==> src/rtl/mem_wb_stage.sv <==
// MEM/WB pipeline register with load extraction, writeback select and a
// retired-instruction counter. Outputs depend only on the WB registers.
module mem_wb_stage #(
  parameter int CNT_W = 32
) (
  input  logic             clk,
  input  logic             rst,
  input  logic             stall,
  input  logic             flush,
  input  logic             m_valid,
  input  logic             m_regwrite,
  input  logic [1:0]       m_wdsel,
  input  logic [2:0]       m_dmtype,
  input  logic [4:0]       m_rd,
  input  logic [31:0]      m_alu_out,
  input  logic [31:0]      m_rdata,
  input  logic [31:0]      m_pc,
  output logic             RFWr,
  output logic [4:0]       A3,
  output logic [31:0]      WD,
  output logic             wb_valid,
  output logic [31:0]      wb_pc,
  output logic [CNT_W-1:0] retire_cnt
);

  logic             r_valid;
  logic             r_regwrite;
  logic [1:0]       r_wdsel;
  logic [2:0]       r_dmtype;
  logic [4:0]       r_rd;
  logic [31:0]      r_alu_out;
  logic [31:0]      r_rdata;
  logic [31:0]      r_pc;
  logic [CNT_W-1:0] r_retire_cnt;

  logic [7:0]  w_lane [4];
  logic [7:0]  w_byte;
  logic [15:0] w_half;
  logic [31:0] w_load;
  logic [31:0] w_wd;

  always_ff @(posedge clk or negedge rst) begin
    if (!rst) begin
      r_valid    <= 1'b0;
      r_regwrite <= 1'b0;
      r_wdsel    <= 2'd0;
      r_dmtype   <= 3'd0;
      r_rd       <= 5'd0;
      r_alu_out  <= 32'd0;
      r_rdata    <= 32'd0;
      r_pc       <= 32'd0;
    end else if (flush) begin
      r_valid    <= 1'b0;
      r_regwrite <= 1'b0;
      r_wdsel    <= 2'd0;
      r_dmtype   <= 3'd0;
      r_rd       <= 5'd0;
      r_alu_out  <= 32'd0;
      r_rdata    <= 32'd0;
      r_pc       <= 32'd0;
    end else if (!stall) begin
      r_valid    <= m_valid;
      r_regwrite <= m_regwrite;
      r_wdsel    <= m_wdsel;
      r_dmtype   <= m_dmtype;
      r_rd       <= m_rd;
      r_alu_out  <= m_alu_out;
      r_rdata    <= m_rdata;
      r_pc       <= m_pc;
    end
  end

  // The leaving entry has completed even when a flush replaces it, so only stall blocks the count.
  always_ff @(posedge clk or negedge rst) begin
    if (!rst) begin
      r_retire_cnt <= '0;
    end else if (r_valid && !stall) begin
      r_retire_cnt <= r_retire_cnt + CNT_W'(1);
    end
  end

  genvar gi;
  generate
    for (gi = 0; gi < 4; gi++) begin : g_lane
      assign w_lane[gi] = r_rdata[8*gi +: 8];
    end
  endgenerate

  assign w_byte = w_lane[r_alu_out[1:0]];
  assign w_half = r_alu_out[1] ? r_rdata[31:16] : r_rdata[15:0];

  always_comb begin
    w_load = r_rdata;
    case (r_dmtype)
      3'b001:  w_load = {{16{w_half[15]}}, w_half};
      3'b010:  w_load = {16'd0, w_half};
      3'b011:  w_load = {{24{w_byte[7]}}, w_byte};
      3'b100:  w_load = {24'd0, w_byte};
      default: w_load = r_rdata;
    endcase
  end

  always_comb begin
    w_wd = 32'd0;
    case (r_wdsel)
      2'd0:    w_wd = r_alu_out;
      2'd1:    w_wd = w_load;
      2'd2:    w_wd = r_pc + 32'd4;
      default: w_wd = 32'd0;
    endcase
  end

  assign RFWr       = r_valid & r_regwrite & (r_rd != 5'd0);
  assign A3         = r_rd;
  assign WD         = w_wd;
  assign wb_valid   = r_valid;
  assign wb_pc      = r_pc;
  assign retire_cnt = r_retire_cnt;

endmodule

==> config.mk <==
export PLATFORM = sky130hd
export DESIGN_NAME = mem_wb_stage
export DESIGN_NICKNAME = d
export VERILOG_FILES = /design/src/rtl/mem_wb_stage.sv
export SDC_FILE = /design/constraint.sdc
export NUM_CORES = 1
export LEC_CHECK = 0
export BUFFER_PORTS_ARGS = -buffer_cell sky130_fd_sc_hd__buf_2
export CORE_UTILIZATION = 40
export CTS_BUF_LIST = sky130_fd_sc_hd__clkbuf_8
export CTS_CLUSTER_DIAMETER = 80
export DETAILED_ROUTE_END_ITERATION = 7
export GPL_ROUTABILITY_DRIVEN = 0
export HOLD_SLACK_MARGIN = 0.08
export PLACE_DENSITY = 0.71
export SLEW_MARGIN = 10
export SYNTH_ARGS = -nofsm -noshare
export SYNTH_HDL_FRONTEND = slang
export SYNTH_SLANG_ARGS = --single-unit
==> constraint.sdc <==
create_clock -name clk -period 2.2 [get_ports clk]
set_input_delay 0.11 -clock clk [delete_from_list [all_inputs] [get_ports clk]]
set_output_delay 0.11 -clock clk [all_outputs]
set_load 0.1 [all_outputs]
# Word level (Yosys, flattened, before mapping)
# Index checks and enable logic that the tools add are counted.
[word_totals]
elab_cells = 48
in_bits = 112
output_inout_bits = 103
ff_bits = 140
[op_classes]
bitwise_logic = 3
n_addsub = 2
n_reduce_logical = 4
eq_ne = 7
order_cmp = 1
mux = 22
[ops]
columns = ["operator", "n"]
rows = [
  ["two-way mux 32 bit", 6],
  ["case mux 32 bit (4 select lines)", 1],
  ["case mux 32 bit (3 select lines)", 1],
  ["adder 32 x 1 -> 32 bit, second input constant", 1],
  ["adder 32 x 3 -> 32 bit, second input constant", 1],
  ["binary-select mux 8 bit (select 2 bit)", 1],
  ["two-way mux 16 bit", 1],
  ["two-way mux 8 bit", 2],
  ["two-way mux 5 bit", 2],
  ["equality test 3 x 2 -> 1 bit, second input constant", 2],
  ["two-way mux 3 bit", 2],
  ["nonzero test 5 bit", 1],
  ["two-way mux 1 bit", 4],
  ["two-way mux 2 bit", 2],
  ["equality test 3 x 1 -> 1 bit, second input constant", 1],
  ["equality test 3 bit, second input constant", 1],
  ["greater-or-equal comparator 3 bit, second input constant", 1],
  ["inverter 2 -> 3 bit", 1],
  ["AND 1 bit", 2],
  ["equality test 2 x 1 -> 1 bit, second input constant", 1],
  ["equality test 2 bit, second input constant", 1],
  ["zero test 2 bit", 1],
  ["!= test 2 x 1 -> 1 bit, second input constant", 1],
  ["logical AND 1 bit", 1],
  ["zero test 1 bit", 1],
]

# Logic depth before layout (Yosys ltp)
[depth]
ltp_word = 6
depth_mapped = 7
depth_no_buf = 6

# Least setup slack after synthesis
# Ideal clock, no wire load.
[synth_timing]
path_type = "register to output"
from = "register r_pc[4] (netlist: wb_pc[4])"
to = "output port WD[28]"
path_buffers = 1
stages_incl_launch_ff = 7
setup_slack_ns = -2.314
arrival_time_ns = 4.404
required_time_ns = 2.090
path_cell_list = "dfrtp_1 -> buf_4 -> nand4_2 -> nor4_2 -> a31o_1 -> a21oi_1 -> o32ai_1"
[synth_between]
elab_chain_cells = 2
[synth_rtl]
columns = ["item", "line", "rtl"]
rows = [
  ["from (decl)", "33", "logic [31:0] r_pc;"],
  ["from (signal assigned)", "69", "r_pc <= m_pc;"],
  ["adder 32 x 3 -> 32 bit", "108", "2'd2: w_wd = r_pc + 32'd4;"],
  ["case mux 32 bit (3 select lines)", "105", "case (r_wdsel)"],
  ["to (decl)", "20", "output logic [31:0] WD,"],
]
# No other way between the ends.

# Worst setup path after layout
[layout_timing]
from = "register r_pc[2] (netlist: wb_pc[2])"
to = "output port WD[23]"
# The elaborated chain is that of the path after synthesis.

==> results.py <==
metrics = {
    "clocking": {
        "cts_buffers": 17,
        "clkLatencyLatePin_ps": 450,
        "cts_tree": "yes",
        "cts_sinks": 140,
        "clkTransAtPathRegs_ps": 80,
        "cts_buffer_depth": 2,
        "cts-root-buf": "clkbuf_8",
        "cts.htree.levels": 4,
    },
    "placed_design": {
        "dp_hpwl_um": 17400,
        "placed_cells": 1218,
        "preCtsSetupSlack_ps": -3.30,
        "dpl_cell_area_sq_mm": 0.0102,
        "io_buffers": 214,
    },
    "global_route": {
        "grtUsageTotal_pct": 28.7,
        "antenna_found_initial": 1,
        "grt_pass1_vias": 7955,
        "grt_start_max_net_pins": 67,
        "grt_overflow": 0,
        "grt_pass1_wl_um": 43400,
    },
    "synth": {
        "netlist_top_cells_count": "nor2_1 (150), dfrtp_1 (140), mux2i_1 (118)",
        "yosysMostFrequentCell": "nor2_1",
        "synth_area_leaders": "dfrtp_1 (46%), mux2i_1 (15%), nor2_1 (7.3%)",
        "synth_area_per_cell_sq_um": 9.79,
        "syn_nets": 898,
        "netlist_instances": 783,
        "synthDistinctLibCells": 61,
        "ys_seq_area_share_pct": 45.7,
        "yosysTopAreaCell": "dfrtp_1",
        "async_reset_ff_share_pct": 100,
        "netlist_area_sq_mm": 0.00767,
        "ys_ff_latch": 140,
        "synth_top_cell_area_share_pct": 45.7,
        "yosys_warnings": 0,
        "synth-edff-count": 0,
        "synthFlopType": "dfrtp_1",
    },
    "die": {
        "design.portCount": 215,
        "die_height_um": 140,
        "fp.coreArea_sq_mm": 0.0188,
        "start_util_pct": 40.9,
        "die_w_um": 140,
        "row_count": 50,
        "die-area_sq_mm": 0.0197,
    },
    "critical_path": {
        "crit_slowest_cell": "dfrtp_4",
        "worstPathCellList": "nand4_1, buf_4, or4_4, nor3_2, o21ai_1, o211ai_1, clkbuf_16",
        "critical_path_class": "flip-flop to primary output",
        "regToRegSetupSlack_ps": 400,
        "worstPathRequired_ps": 2090,
        "arrival_ps": 2440,
        "reg2reg_depth": 5,
        "cp-end-kind": "primary output",
        "cp-start-kind": "flip-flop",
        "worstReg2RegStart": "wb_valid$_DFFE_PN0P_",
        "slowest_delay_ps": 480,
        "r2r_end": "retire_cnt[29]$_DFFE_PN0P_",
        "path_max_fanout": 6,
    },
    "sta": {
        "hold_viol": 0,
        "skew_ps": 3.48,
        "fin_crit_ps": 2550,
        "whs_ps": 135,
        "setup_viol": 32,
        "max_freq_ghz": 0.391,
        "fin_crit_sh_pct": 116,
        "worstMarginPinSlew_ps": 759,
        "relSlewSlack_pct": 49.4,
        "rsz0062_at_grt": "true",
        "setup_ws_ps": -354,
        "slew_violations": 0,
    },
    "run_status": {
        "status": "complete, but fails checks",
        "violations": "setup timing",
    },
    "finish": {
        "fin_cells": 1415,
        "layout.nets": 1282,
        "final_area_sq_mm": 0.0126,
        "area_growth_pct": 64.7,
        "drive_above_1_share_pct": 42.6,
        "final_util_pct": 67.3,
    },
    "drt": {
        "remaining_drc_errors": 0,
        "ant_nets": 0,
        "finalWirelength_um": 28400,
        "vias": 7921,
        "vias_per_cell": 5.60,
        "drtIter0Drc": 628,
        "wl_per_cell_um": 20.1,
        "drt_first_pass_iters": 5,
    },
    "power_and_ir_drop": {
        "power.density_mw_per_mm2": 607,
        "irDropWorstVdd_uv": 364,
        "leakage_nw": 5.90,
    },
    "flow_run": {
        "drv_cap": 0,
    },
    "hold_path": {
        "hold_path_class": "input pin to asynchronous set/reset pin",
    },
}
## report_power, final
part | total, W | internal, W | switching (W)
logic | 0.00285 | 0.000989 | 0.00186
clock network | 0.00190 | 0.000806 | 0.00109
registers | 0.00293 | 0.00274 | 0.000190
total | 0.00767 | 0.00453 | 0.00314
## critical path: cells and delay by family, from the launching register on
| kind | cells | cell delay (ps) |
|---|---|---|
| AOI/OAI and AO/OA | 2 | 250 |
| buffers and inverters | 2 | 450 |
| DFF | 1 | 480 |
| and+or+nand+nor | 3 | 800 |
## state kept, by name (all words and copies together), names as in the netlist
register,count
r_dmtype,3
r_regwrite,1
r_alu_out,32
retire_cnt,32
wb_pc,32
A3,5
wb_valid,1
r_rdata,32
r_wdsel,2
## metrics by stage
step	total power [W]	TNS [ps]
6_report	0.00767	-8010
5_1_grt	0.00794	-10920
4_1_cts	0.00757	-7210
3_5_place_dp	0.00540	-3.30
3_3_place_gp	0.00538	0
2_1_floorplan	0.00463	-6100
## kinds of logic (layout without fill, tap and decap cells)
kind of cell	after synthesis	after routing	share of synthesized area, %
adder cells (fa/ha/maj)	4	4	0.620
multiplexers	127	127	16.7
other	0	1	0
flip-flops	140	140	45.7
buffers and inverters	56	452	3.49
AO/OA/AOI/OAI	112	112	9.33
XOR/XNOR	50	50	5.71
AND/OR/NAND/NOR	294	295	18.4
## worst max-delay path by stage
| stage | startpoint | endpoint | slack [ps] | cells past startpoint |
|---|---|---|---|---|
| global route | wb_pc[2]$_DFFE_PN0P_ | WD[23] | -490 | 7 |
| CTS | wb_pc[6]$_DFFE_PN0P_ | WD[21] | -340 | 7 |
| finish | wb_pc[2]$_DFFE_PN0P_ | WD[23] | -350 | 7 |
| detailed placement | r_dmtype[1]$_DFFE_PN0P_ | WD[3] | -3 | 7 |
| global placement | r_dmtype[1]$_DFFE_PN0P_ | WD[3] | 70 | 7 |
| floorplan | r_alu_out[1]$_DFFE_PN0P_ | WD[23] | -620 | 7 |
## what timing repair did
| action | in CTS | in global routing |
|---|---|---|
| pin swaps | 60 | 26 |
| gates resized for setup | 98 | 37 |
| buffers inserted | 43 | 9 |
| hold endpoints to repair | 249 | 0 |
| setup endpoints to repair | 32 | 32 |
| hold buffers | 110 | 0 |
| cloned | 2 | 0 |
## layer usage
metal | track usage [%] | vias up | part of all wire, %
met5 | 0 | - | 0
met4 | 14.1 | 0 | 5.0
met3 | 5.68 | 125 | 6.5
met2 | 47.1 | 387 | 48
met1 | 36.4 | 3880 | 40
li1 | - | 3529 | -
## layout by cell type, fill, tap and decap left out, types with 7 or more instances in the layout
master,n
nor2_1,148
a21oi_2,11
xor2_1,20
nand4_1,10
dlygate4sd3_1,110
o21ai_2,7
a211oi_4,7
o211ai_1,8
clkbuf_8,18
mux2i_1,115
dfrtp_4,23
buf_4,63
nand2_1,30
dfrtp_2,25
buf_2,179
inv_1,7
or2_2,7
nand3_1,22
a21oi_4,7
o21ai_1,15
dfrtp_1,92
xnor2_1,26
buf_12,34
mux2_2,8
buf_6,25
and3_1,15
o32ai_4,9
a21oi_1,7
## layout make-up
| type | count | area [sq um] |
|---|---|---|
| diodes | 1 | 2.50 |
| inverters | 6 | 22.5 |
| fillers | 1368 | 6140 |
| repair buffers | 414 | 3510 |
| well taps | 234 | 293 |
| clock buffers | 18 | 248 |
| multi-input cells | 588 | 4840 |
| flip-flops and latches | 140 | 3620 |
| clock inverters | 14 | 97.6 |
Power figures use the tool's default switching activity.
